File: config.mk
export PLATFORM = sky130hd
export DESIGN_NAME = spring_array
export DESIGN_NICKNAME = d
export VERILOG_FILES = /design/src/rtl/mario_obj_pkg.sv /design/src/rtl/spring_cell.sv /design/src/rtl/spring_array.sv
export SDC_FILE = /design/constraint.sdc
export NUM_CORES = 1
export LEC_CHECK = 0
export CAP_MARGIN = 20
export CORE_MARGIN = 2
export CORE_UTILIZATION = 44
export DETAILED_ROUTE_END_ITERATION = 6
export GPL_ROUTABILITY_DRIVEN = 0
export PLACE_DENSITY = 0.88
export REMOVE_ABC_BUFFERS = 1
export SLEW_MARGIN = 20
export SYNTH_ARGS = -nofsm -noshare
export SYNTH_HDL_FRONTEND = slang
export SYNTH_SLANG_ARGS = --single-unit
File: constraint.sdc
create_clock -name sys_clk -period 3.17 [get_ports sys_clk]
set_input_delay 0.951 -clock sys_clk [delete_from_list [all_inputs] [get_ports sys_clk]]
set_output_delay 0.951 -clock sys_clk [all_outputs]
set_load 0.03 [all_outputs]
File: src/rtl/mario_obj_pkg.sv
// Shared definitions for map objects: spring cell states and default sprite/coordinate sizes.
package mario_obj_pkg;
  localparam int COORD_W_DEF  = 9;
  localparam int OBJ_SIZE_DEF = 16;

  typedef enum logic [1:0] {
    IDLE     = 2'd0,
    COMPRESS = 2'd1,
    LAUNCH   = 2'd2,
    COOLDOWN = 2'd3
  } spring_state_t;
endpackage

File: src/rtl/spring_cell.sv
// One springboard: compress/launch/cooldown FSM with a frame-tick counter.
module spring_cell
  import mario_obj_pkg::*;
#(
  parameter int COMPRESS_TICKS = 4,
  parameter int COOLDOWN_TICKS = 8
) (
  input  logic          sys_clk,
  input  logic          sys_rst_n,
  input  logic          frame_tick,
  input  logic          contact,
  input  logic          grant,
  output spring_state_t state,
  output logic          compressed,
  output logic          launch
);
  localparam int MAXT  = (COMPRESS_TICKS > COOLDOWN_TICKS) ? COMPRESS_TICKS : COOLDOWN_TICKS;
  localparam int CNT_W = (MAXT < 1) ? 1 : $clog2(MAXT + 1);

  spring_state_t    r_state;
  logic [CNT_W-1:0] r_cnt;
  logic [CNT_W-1:0] w_cnt_nxt;

  assign w_cnt_nxt = r_cnt + 1'b1;

  always_ff @(posedge sys_clk or negedge sys_rst_n) begin
    if (!sys_rst_n) begin
      r_state <= IDLE;
      r_cnt   <= '0;
    end else begin
      case (r_state)
        IDLE: if (grant) begin
          r_state <= COMPRESS;
          r_cnt   <= '0;
        end
        // Losing contact beats a coincident frame tick.
        COMPRESS: if (!contact) begin
          r_state <= IDLE;
          r_cnt   <= '0;
        end else if (frame_tick) begin
          if (w_cnt_nxt >= CNT_W'(COMPRESS_TICKS)) begin
            r_state <= LAUNCH;
            r_cnt   <= '0;
          end else begin
            r_cnt <= w_cnt_nxt;
          end
        end
        LAUNCH: begin
          r_state <= COOLDOWN;
          r_cnt   <= '0;
        end
        COOLDOWN: if (frame_tick) begin
          if (w_cnt_nxt >= CNT_W'(COOLDOWN_TICKS)) begin
            r_state <= IDLE;
            r_cnt   <= '0;
          end else begin
            r_cnt <= w_cnt_nxt;
          end
        end
        default: begin
          r_state <= IDLE;
          r_cnt   <= '0;
        end
      endcase
    end
  end

  assign state      = r_state;
  assign compressed = (r_state == COMPRESS) || (r_state == LAUNCH);
  assign launch     = (r_state == LAUNCH);
endmodule

File: src/rtl/spring_array.sv
// Array of springboards: contact detect, lowest-index arbitration, registered launch pulse.
// Optional macro SPRING_BOOST_EN selects HIGH_STRENGTH when jump_btn is held at launch.
module spring_array
  import mario_obj_pkg::*;
#(
  parameter int NUM_SPRINGS    = 4,
  parameter int COORD_W        = COORD_W_DEF,
  parameter int OBJ_SIZE       = OBJ_SIZE_DEF,
  parameter logic [NUM_SPRINGS*COORD_W-1:0] SPRING_X_INIT = {9'd200, 9'd150, 9'd100, 9'd50},
  parameter logic [NUM_SPRINGS*COORD_W-1:0] SPRING_Y_INIT = {4{9'd50}},
  parameter int COMPRESS_TICKS = 4,
  parameter int COOLDOWN_TICKS = 8,
  parameter logic [7:0] LOW_STRENGTH  = 8'd6,
  parameter logic [7:0] HIGH_STRENGTH = 8'd10
) (
  input  logic                           sys_clk,
  input  logic                           sys_rst_n,
  input  logic                           frame_tick,
  input  logic [COORD_W-1:0]             char_X,
  input  logic [COORD_W-1:0]             char_Y,
  input  logic                           char_falling,
  input  logic                           jump_btn,
  input  logic [COORD_W-1:0]             scroll_left_border,
  input  logic [COORD_W-1:0]             scroll_right_border,
  output logic [NUM_SPRINGS*COORD_W-1:0] spring_pos_X,
  output logic [NUM_SPRINGS*COORD_W-1:0] spring_pos_Y,
  output logic [NUM_SPRINGS-1:0]         spring_compressed,
  output logic                           jump,
  output logic [7:0]                     jump_strength,
  output logic [2:0]                     jump_idx
);
  // One extra bit on every sum so sprites near the map edge never wrap.
  localparam int CW1 = COORD_W + 1;
  localparam logic [CW1-1:0] SZ = CW1'(OBJ_SIZE);

  logic [CW1-1:0]         w_cx, w_cy, w_lb, w_rb;
  logic [NUM_SPRINGS-1:0] w_enable, w_contact, w_req, w_grant, w_launch, w_compressed;
  spring_state_t          w_state [NUM_SPRINGS];
  logic                   w_busy, w_any_launch;
  logic [2:0]             w_idx;
  logic [7:0]             w_str;

  logic       r_jump;
  logic [2:0] r_jump_idx;
  logic [7:0] r_jump_str;

  assign w_cx = {1'b0, char_X};
  assign w_cy = {1'b0, char_Y};
  assign w_lb = {1'b0, scroll_left_border};
  assign w_rb = {1'b0, scroll_right_border};

  assign spring_pos_X = SPRING_X_INIT;
  assign spring_pos_Y = SPRING_Y_INIT;

  for (genvar i = 0; i < NUM_SPRINGS; i++) begin : g_cell
    localparam logic [CW1-1:0] XI = {1'b0, SPRING_X_INIT[i*COORD_W +: COORD_W]};
    localparam logic [CW1-1:0] YI = {1'b0, SPRING_Y_INIT[i*COORD_W +: COORD_W]};

    assign w_enable[i]  = (XI <= w_rb) && ((XI + SZ) >= w_lb);
    assign w_contact[i] = w_enable[i] && char_falling &&
                          (w_cx < (XI + SZ)) && ((w_cx + SZ) > XI) &&
                          ((w_cy + SZ) == YI);
    assign w_req[i]     = w_contact[i] && (w_state[i] == IDLE);

    spring_cell #(
      .COMPRESS_TICKS(COMPRESS_TICKS),
      .COOLDOWN_TICKS(COOLDOWN_TICKS)
    ) u_cell (
      .sys_clk   (sys_clk),
      .sys_rst_n (sys_rst_n),
      .frame_tick(frame_tick),
      .contact   (w_contact[i]),
      .grant     (w_grant[i]),
      .state     (w_state[i]),
      .compressed(w_compressed[i]),
      .launch    (w_launch[i])
    );
  end

  // compressed covers COMPRESS and LAUNCH, which is exactly the busy set.
  assign w_busy       = |w_compressed;
  assign w_any_launch = |w_launch;

  always_comb begin
    logic found;
    found   = 1'b0;
    w_grant = '0;
    w_idx   = '0;
    for (int i = 0; i < NUM_SPRINGS; i++) begin
      w_grant[i] = w_req[i] && !found && !w_busy;
      found      = found | w_req[i];
      if (w_launch[i]) w_idx = 3'(i);
    end
  end

`ifdef SPRING_BOOST_EN
  assign w_str = jump_btn ? HIGH_STRENGTH : LOW_STRENGTH;
`else
  logic w_unused_btn;
  assign w_unused_btn = jump_btn;
  assign w_str        = LOW_STRENGTH;
`endif

  always_ff @(posedge sys_clk or negedge sys_rst_n) begin
    if (!sys_rst_n) begin
      r_jump     <= 1'b0;
      r_jump_idx <= '0;
      r_jump_str <= '0;
    end else begin
      r_jump <= w_any_launch;
      if (w_any_launch) begin
        r_jump_idx <= w_idx;
        r_jump_str <= w_str;
      end
    end
  end

  assign spring_compressed = w_compressed;
  assign jump              = r_jump;
  assign jump_idx          = r_jump_idx;
  assign jump_strength     = r_jump_str;
endmodule

==> run summary, run 1 <==
Status: finished, final reports clean
Die height: 88.9 µm
Most frequent cells in the layout: 79 x conb_1, 48 x buf_4, 41 x clkdlybuf4s50_1
Largest net degree at the start of global routing: 29
# clock sinks: 28
Min-delay worst type: register to register
# setup viols final: 0
Met1 Routed Length: 3.42 mm
# rows: 30
Reg clk slew, reported paths: 0.11 ns
Uppermost routed layer: met4
Final Total Pwr: 1730 µW
Tightest Pin Transition: 0.499 ns
H-tree levels: 1
Placed Cells: 543
Hold Path Depth: 2
Lkg Pwr: 0.00186 µW
HP Start: jump_idx[1]
Number of DRC markers in iteration 0: 216
WHS Endpoint: jump_idx[1]
Synth Instances: 369
# DRC: 0
Syn Area/Cell: 8.60 µm²
Fill count: 560
CP required: 3.36 ns
Final WL: 8.72 mm
Ys async rst share: 100%
Post-DP HPWL: 5.97 mm
Layout area overhead: 27.1%
Worst slew margin: 66.5%
Crit end category: register
Average routed wire per standard cell: 15.8 µm
Die area: 7910 µm²
Post-synthesis cell type count: 67
Multi-input gate area: 2220 µm²
Starting density of the core: 46.2%
CTS Root Buffer Type: clkbuf_8
Hold Fails Final Rpt: 0
Vias/cell: 5.24
IO Port Bufs: 47
Cell area after synthesis: 3170 µm²
First-pass iteration count of the detailed router: 4
Gr ovfl total: 0
Power Dens Cells: 428 nW/µm²
DRT antenna net count: 0
Fin crit share: 99.6%
Io pins: 129
Synth Register Bits: 28
Final Max Tran Viols: 0
Most common cell after layout, fill and taps aside: conb_1
WS Path Type: input port to register
Via count: 2900
Critical path arrival: 3.35 ns
Reg2reg setup slack: 0.34 ns
Final min period: 3.16 ns
Upper clock frequency limit: 0.317 GHz
Worst skew pair latency: 0.29 ns
Clock skew: 0.0105 ns
Main synth FF type: dfrtp_1
Seq/Total Area, Yosys: 22.1%
Crit path max fanout: 5
CTS max path bufs: 2
Routed met3 length: 507 µm
Peak VDD IR: 0.000237 V
Register area: 701 µm²
Layout cell share with drive strength beyond 1: 22.3%
CTS tree: built
EDFF count, synth: 0
TritonCTS buffer count: 3
GRT Total Usage: 19.3%
Worst Reg-to-Reg Cells: 9
Vias in the first global route: 2753
Metal2 WL: 4.50 mm
Nets: 528
Antenna cells: 0
Area of the core: 6870 µm²
Die W: 88.9 µm
Max-Cap Viols: 0
Fin cells: 553
Initial antenna violation count: 0
R2R Path Start: g_cell[0].u_cell.state[0]
Global-route wire length before repair: 12.2 mm
Critical path startpoint category: input port
Synth warn: 0
area by class of cell:
cell class / count / share of cell area (%)
Clock buffer: 3 / 1.02
Clock inverter: 1 / 0.745
Inverter: 16 / 1.49
Multi-Input combinational cell: 312 / 55.1
Sequential cell: 28 / 17.4
Tap cell: 96 / 2.98
Timing Repair Buffer: 97 / 21.3
critical path: stages:
cell and delay [ns]:
clkdlybuf4s50_1 0.50, o311ai_0 0.38, nand2_1 0.15, and2_1 0.21
a31o_2 0.26, o31a_4 0.38, o31a_1 0.31, a41o_1 0.20
cells in the mapped netlist, types with 3 or more instances:
cell type  number  area, µm²
nor2b_1         5       31.3
ha_1           29        363
a2111oi_0       3       26.3
mux2_2          3       33.8
dfrtp_1        28        701
a41oi_1         3       26.3
a21oi_1         4       20.0
mux2i_1         5       50.1
nand4_1         3       18.8
nand3_1        18       90.1
nor4_1          7       43.8
and2_1          5       31.3
o31ai_1         6       45.0
xnor2_1         4       35.0
a21o_1          4       30.0
a311oi_1        3       26.3
buf_2           3       15.0
xor2_1          5       43.8
a21boi_0        4       30.0
nand2_1        20       75.1
or2_2           3       18.8
buf_4          84        631
nor2_1         23       86.3
nand2b_1        4       25.0
o311a_1         3       30.0
inv_1          16       60.1
nor3_1          9       45.0
o21ai_0        12       60.1
a31oi_1         6       37.5
worst max path at each step:
stage,start,to,slack (ns),depth (start not counted)
2_1_floorplan,char_X[5],g_cell[3].u_cell.r_cnt[0],-0.04,9
3_3_place_gp,char_X[4],g_cell[3].u_cell.r_cnt[0],-0.64,10
3_5_place_dp,char_X[4],g_cell[3].u_cell.r_cnt[0],-0.70,10
4_1_cts,char_X[0],g_cell[3].u_cell.r_cnt[2],0.009,8
5_1_grt,char_X[5],register,-0.07,10
6_report,scroll_right_border[4],g_cell[3].u_cell.r_cnt[2],0.01,8
per-layer routing:
layer	track usage, %	vias up
li1	-	1332
met2	36.6	148
met1	21.7	1391
met5	0	-
met4	7.30	0
met3	2.86	29
power breakdown:
part / total (µW) / switching [µW] / internal, µW
Sequential: 438 / 41.3 / 397
Clock: 293 / 123 / 170
Combinational: 995 / 605 / 390
Total: 1730 / 770 / 957
cell families after synthesis:
| kind of cell | after synthesis | synth area share [%] |
|---|---|---|
| AOI/OAI and AO/OA | 70 | 16.8 |
| xor gates and xnor gates | 9 | 2.48 |
| adders and majority gates | 29 | 11.4 |
| buffers and inverters | 107 | 23.2 |
| DFF | 28 | 22.1 |
| muxes | 9 | 3.00 |
| other | 2 | 0.237 |
| and+or+nand+nor | 115 | 20.7 |
repair_timing:
action	4_1_cts	5_1_grt
hold buffers	0	0
pin swaps	8	7
gates cloned	1	0
resized for setup	25	25
endpoints found under the hold margin	0	0
setup buffers	6	0
endpoints found under the setup margin	24	19
through the flow:
step                      area (µm²)  setup TNS, ns  setup slack [ns]  hold WS [ns]  util [%]
final                           4030              0            0.0142         0.503      58.7
after global routing            4030         -0.420           -0.0721         0.528      58.7
after CTS                       3920              0           0.00909         0.507      57.0
after detailed placement        3710         -12.18            -0.703         0.478      54.1
after global placement          3710          -9.90            -0.640         0.476      54.1
after floorplan                 2790        -0.0386           -0.0354         0.475         -
No activity file was read; power rests on OpenSTA's default activity.
==> inputs of run 2 (changes only) <==
--- a/config.mk
+++ b/config.mk
@@ -6,7 +6,7 @@
 export NUM_CORES = 1
 export LEC_CHECK = 0
 export CAP_MARGIN = 20
-export CORE_MARGIN = 2
+export CORE_MARGIN = 5
 export CORE_UTILIZATION = 44
 export DETAILED_ROUTE_END_ITERATION = 6
 export GPL_ROUTABILITY_DRIVEN = 0
==> run summary, run 2 (synthesized netlist as in run 1, its figures left out) <==
Status: finished, final reports clean (unchanged)
CTS tree: built (unchanged)
GRT Total Usage: 16.4% (was 19.3%)
DRT antenna net count: 0 (unchanged)
Number of DRC markers in iteration 0: 103 (was 216)
# DRC: 0 (unchanged)
Die height: 94.9 µm (was 88.9 µm)
First-pass iteration count of the detailed router: 4 (unchanged)
# clock sinks: 28 (unchanged)
Crit path max fanout: 6 (was 5)
H-tree levels: 1 (unchanged)
Starting density of the core: 44.5% (was 46.2%)
Post-DP HPWL: 6.15 mm (was 5.97 mm)
Gr ovfl total: 0 (unchanged)
Antenna cells: 0 (unchanged)
Reg power frac: 26.8% (was 25.4%)
Cell Area, Placed: 3720 µm² (was 3710 µm²)
Clock skew: 0.00876 ns (was 0.0105 ns)
CTS max path bufs: 2 (unchanged)
Nets: 524 (was 528)
Critical path startpoint category: input port (unchanged)
Min-delay worst type: register to register (unchanged)
Final WL: 7.88 mm (was 8.72 mm)
Clock power share: 17.6% (was 17.0%)
Fin util: 55.9% (was 58.7%)
Comb pwr share: 55.6% (was 57.6%)
IO Port Bufs: 47 (unchanged)
Final min period: 3.15 ns (was 3.16 ns)
Net Sw Power: 712 µW (was 770 µW)
Fin crit share: 99.2% (was 99.6%)
Die area: 9010 µm² (was 7910 µm²)
Sw frac: 43.7% (was 44.6%)
Fin cells: 552 (was 553)
Lkg Pwr: 0.00186 µW (about the same)
WS Path Type: input port to register (unchanged)
Final Max Tran Viols: 0 (unchanged)
Peak VDD IR: 0.000282 V (was 0.000237 V)
Layout cell share with drive strength beyond 1: 21.9% (was 22.3%)
Most common cell after layout, fill and taps aside: conb_1 (unchanged)
Upper clock frequency limit: 0.318 GHz (was 0.317 GHz)
Reg clk slew, reported paths: 0.09 ns (was 0.11 ns)
Fill count: 601 (was 560)
Layout area overhead: 25.6% (was 27.1%)
Power Dens Cells: 409 nW/µm² (was 428 nW/µm²)
CTS Root Buffer Type: clkbuf_8 (unchanged)
Crit end category: register (unchanged)
Largest net degree at the start of global routing: 29 (unchanged)
Critical path arrival: 3.32 ns (was 3.35 ns)
Initial antenna violation count: 0 (unchanged)
Finished Cell Area: 3990 µm² (was 4030 µm²)
Final Total Pwr: 1630 µW (was 1730 µW)
RSZ-0062 raised after global routing: yes
Vias/cell: 5.04 (was 5.24)
Worst skew pair latency: 0.28 ns (was 0.29 ns)
Hold Fails Final Rpt: 0 (unchanged)
CP required: 3.34 ns (was 3.36 ns)
Global-route wire length before repair: 12.0 mm (was 12.2 mm)
Average routed wire per standard cell: 14.3 µm (was 15.8 µm)
TritonCTS buffer count: 3 (unchanged)
Vias in the first global route: 2687 (was 2753)
Die W: 94.9 µm (was 88.9 µm)
Int Power: 919 µW (was 957 µW)
Placed Cells: 546 (was 543)
CTS Hold Bufs: 0 (unchanged)
Via count: 2781 (was 2900)
Io pins: 129 (unchanged)
Most frequent cells in the layout: 79 x conb_1, 46 x buf_4, 41 x clkdlybuf4s50_1 (was 79 x conb_1, 48 x buf_4, 41 x clkdlybuf4s50_1)
# rows: 31 (was 30)
Area of the core: 7140 µm² (was 6870 µm²)
# setup viols final: 0 (unchanged)
Max-Cap Viols: 0 (unchanged)
Tightest hold margin: 0.517 ns (was 0.503 ns)
==> run 2: cell type report <==
cell class | count | area (µm²) | share of cell area [%]
Clock buffer | 3 | 41.3 | 1.04
Inverter | 16 | 60.1 | 1.51
Clock inverter | 1 | 30.0 | 0.753
Multi-Input combinational cell | 312 | 2210 | 55.5
Timing Repair Buffer | 93 | 820 | 20.6
Tap cell | 99 | 124 | 3.11
Sequential cell | 28 | 701 | 17.6
==> run 2: power groups by stage <==
stage               clock network, µW  logic (µW)  registers [µW]
floorplan                           0         531             458
global placement                    0         825             439
detailed placement                  0         849             442
CTS                               295         869             436
global route                      306         995             443
finish                            288         907             436
==> run 2: routing by layer <==
metal / GRT usage, % / part of all wire, % / wire length (µm) / up-vias
met5: 0 / 0 / 0 / -
met4: 3.73 / 0.77 / 61 / 0
met3: 3.35 / 7.0 / 551 / 9
met2: 30.9 / 53 / 4170 / 95
met1: 19.0 / 39 / 3090 / 1348
li1: - / - / - / 1329
==> run 2: worst paths after layout <==
kind	start	endpoint	slack, ns	cells after the start
max	char_X[4]	g_cell[3].u_cell.r_cnt[2]	0.02	10
min reg2reg	jump_idx[1]	jump_idx[1]	0.52	2
max reg2reg	g_cell[0].u_cell.state[0]	register	0.43	9
min in group asynchronous	sys_rst_n	jump_idx[0]	1.04	2
min	jump_idx[1]	jump_idx[1]	0.52	2
max in group asynchronous	sys_rst_n	g_cell[1].u_cell.r_cnt[3]	1.86	2
==> run 2: what timing repair did <==
item                                    in CTS  in global routing
gates cloned                                 0                  1
buffers inserted                             1                  0
endpoints found under the setup margin      24                 20
resized for setup                           18                 24
pin swaps                                    4                  4
==> run 2: worst max-delay path, cell delays in order <==
cell	delay, ns
dlygate4sd2_1	0.26
inv_2	0.09
ha_4	0.22
or4_4	0.53
a211oi_4	0.22
nor3_2	0.08
and4_4	0.20
o31a_4	0.30
o31a_1	0.28
a41o_1	0.20
==> run 2: stage by stage <==
| step | worst slack, ns | setup TNS, ns |
|---|---|---|
| 6_report | 0.0246 | 0 |
| 5_1_grt | -0.00675 | -0.0118 |
| 4_1_cts | 0.00328 | 0 |
| 3_5_place_dp | -0.701 | -12.45 |
| 3_3_place_gp | -0.649 | -10.13 |
| 2_1_floorplan | -0.0354 | -0.0386 |
==> inputs of run 3 (changes only) <==
--- a/config.mk
+++ b/config.mk
@@ -6,8 +6,10 @@
 export NUM_CORES = 1
 export LEC_CHECK = 0
 export CAP_MARGIN = 20
+export CORE_ASPECT_RATIO = 1.75
 export CORE_MARGIN = 5
 export CORE_UTILIZATION = 44
+export CTS_CLUSTER_DIAMETER = 150
 export DETAILED_ROUTE_END_ITERATION = 6
 export GPL_ROUTABILITY_DRIVEN = 0
 export PLACE_DENSITY = 0.88
==> run summary, run 3 (synthesized netlist as in run 1, its figures left out) <==
# rows: 41 (was 31)
TritonCTS buffer count: 3 (unchanged)
WS Path Type: input port to register (unchanged)
Tightest hold margin: 0.511 ns (was 0.517 ns)
CP cell instances: clkdlybuf4s15_2 -> inv_2 -> ha_4 -> or4_4 -> a211oi_4 -> nor3_2 -> and4_4 -> o31a_4 -> o31a_1 -> a41o_1 (was dlygate4sd2_1 -> inv_2 -> ha_4 -> or4_4 -> a211oi_4 -> nor3_2 -> and4_4 -> o31a_4 -> o31a_1 -> a41o_1)
Die W: 74.2 µm (was 94.9 µm)
Min-delay worst type: register to register (unchanged)
Crit path max fanout: 5 (was 6)
Critical path startpoint category: input port (unchanged)
Peak VDD IR: 0.000401 V (was 0.000282 V)
Power Dens Cells: 411 nW/µm² (was 409 nW/µm²)
Fill count: 556 (was 601)
Initial antenna violation count: 0 (unchanged)
Most frequent cells in the layout: 79 x conb_1, 57 x buf_4, 37 x clkdlybuf4s50_1 (was 79 x conb_1, 46 x buf_4, 41 x clkdlybuf4s50_1)
Reg2reg setup slack: 0.36 ns (was 0.43 ns)
Antenna cells: 0 (unchanged)
First-pass iteration count of the detailed router: 4 (unchanged)
Vias/cell: 5.42 (was 5.04)
Crit end category: register (unchanged)
Vias in the first global route: 2886 (was 2687)
CTS Root Buffer Type: clkbuf_16 (was clkbuf_8)
Clock skew: 0.00244 ns (was 0.00876 ns)
Reg clk slew, reported paths: 0.07 ns (was 0.09 ns)
GR Util met2: 32.4% (was 30.9%)
Final Total Pwr: 1720 µW (was 1630 µW)
Global-route wire length before repair: 12.4 mm (was 12.0 mm)
Final TNS setup: -0.0137 ns (was 0 ns)
Status: finished, violations left (was finished, final reports clean)
Fin util: 58.8% (was 55.9%)
Number of DRC markers in iteration 0: 143 (was 103)
Slowest cell on crit path: or4_4 (unchanged)
HP Start: jump_idx[1] (unchanged)
Most used routing layer: met2 (unchanged)
Area of the core: 7130 µm² (was 7140 µm²)
Gr ovfl total: 0 (unchanged)
# setup viols final: 1 (was 0)
Die height: 122 µm (was 94.9 µm)
H-tree levels: 1 (unchanged)
Io pins: 129 (unchanged)
IO Port Bufs: 47 (unchanged)
Hold Fails Final Rpt: 0 (unchanged)
Tightest Pin Transition: 0.602 ns
Layout area overhead: 32.1% (was 25.6%)
Via count: 2992 (was 2781)
Fin crit share: 100% (was 99.2%)
Largest net degree at the start of global routing: 29 (unchanged)
Critical path arrival: 3.34 ns (was 3.32 ns)
CTS max path bufs: 2 (unchanged)
Grt met3 use: 2.70% (was 3.35%)
R2R Path Start: g_cell[1].u_cell.state[0] (was g_cell[0].u_cell.state[0])
DRT antenna net count: 0 (unchanged)
Most common cell after layout, fill and taps aside: conb_1 (unchanged)
# DRC: 0 (unchanged)
Layout cell share with drive strength beyond 1: 25.8% (was 21.9%)
GR Util met1: 16.1% (was 19.0%)
Average routed wire per standard cell: 16.5 µm (was 14.3 µm)
Lkg Pwr: 0.00196 µW (was 0.00186 µW)
Cell Area, Placed: 3770 µm² (was 3720 µm²)
CP Launch Point: char_X[4] (unchanged)
Final WS setup: -0.0137 ns (was 0.0246 ns)
Final WL: 9.08 mm (was 7.88 mm)
Worst slew margin: 59.5%
CTS Hold Bufs: 0 (unchanged)
CP required: 3.32 ns (was 3.34 ns)
Finished Cell Area: 4190 µm² (was 3990 µm²)
Max-Cap Viols: 0 (unchanged)
Die area: 9080 µm² (was 9010 µm²)
Failing checks: negative setup slack
CTS tree: built (unchanged)
# clock sinks: 28 (unchanged)
Final min period: 3.18 ns (was 3.15 ns)
Worst skew pair latency: 0.27 ns (was 0.28 ns)
GRT Total Usage: 17.1% (was 16.4%)
Final Max Tran Viols: 0 (unchanged)
Max incr delay on CP: 0.52 ns (was 0.53 ns)
Post-DP HPWL: 6.52 mm (was 6.15 mm)
Nets: 538 (was 524)
Starting density of the core: 44.5% (about the same)
Upper clock frequency limit: 0.314 GHz (was 0.318 GHz)
run 3: worst max-delay path: cells and delay by family:
| kind | cells | cell delay [ns] |
|---|---|---|
| fa+ha+maj | 1 | 0.20 |
| buf+inv | 2 | 0.28 |
| compound gates | 4 | 1.12 |
| simple gates | 3 | 0.78 |
run 3: power breakdown:
group          switching [µW]  total (µW)  internal [µW]
registers                38.0         435            398
clock network             120         288            168
logic                     608        1000            393
run 3: per-stage QoR:
step | instances | setup slack (ns)
after global routing | 552 | -0.0929
after CTS | 546 | 0.00856
after floorplan | 355 | -0.0354
final | 552 | -0.0137
after detailed placement | 542 | -0.696
after global placement | 542 | -0.622
run 3: path summary, 6_finish.rpt:
| path | to | depth (start not counted) |
|---|---|---|
| min in group asynchronous | g_cell[2].u_cell.r_cnt[0] | 2 |
| hold reg to reg | jump_idx[1] | 2 |
| setup / recovery | g_cell[3].u_cell.r_cnt[2] | 10 |
| setup reg to reg | register | 9 |
| max in group asynchronous | g_cell[1].u_cell.state[0] | 2 |
| hold / removal | jump_idx[1] | 2 |
run 3: per-layer routing:
| layer | vias up | share of wire, % |
|---|---|---|
| met5 | - | 0 |
| met4 | 0 | 6.4 |
| met3 | 47 | 10 |
| met2 | 196 | 51 |
| met1 | 1397 | 32 |
| li1 | 1352 | - |
run 3: what timing repair did:
| action | CTS | global route |
|---|---|---|
| setup buffers | 1 | 5 |
| gates resized for setup | 26 | 46 |
| pin swaps | 7 | 16 |
| setup endpoints to repair | 24 | 22 |
| cloned | 0 | 1 |
run 3: layout make-up:
type                    count  area, µm²  area share (%)
repair buffers            107        933            22.3
clock buffers               3       75.1            1.79
inverters                  16       60.1            1.43
well taps                  86        108            2.57
multi-input cells         312       2320            55.2
flip-flops and latches     28        701            16.7
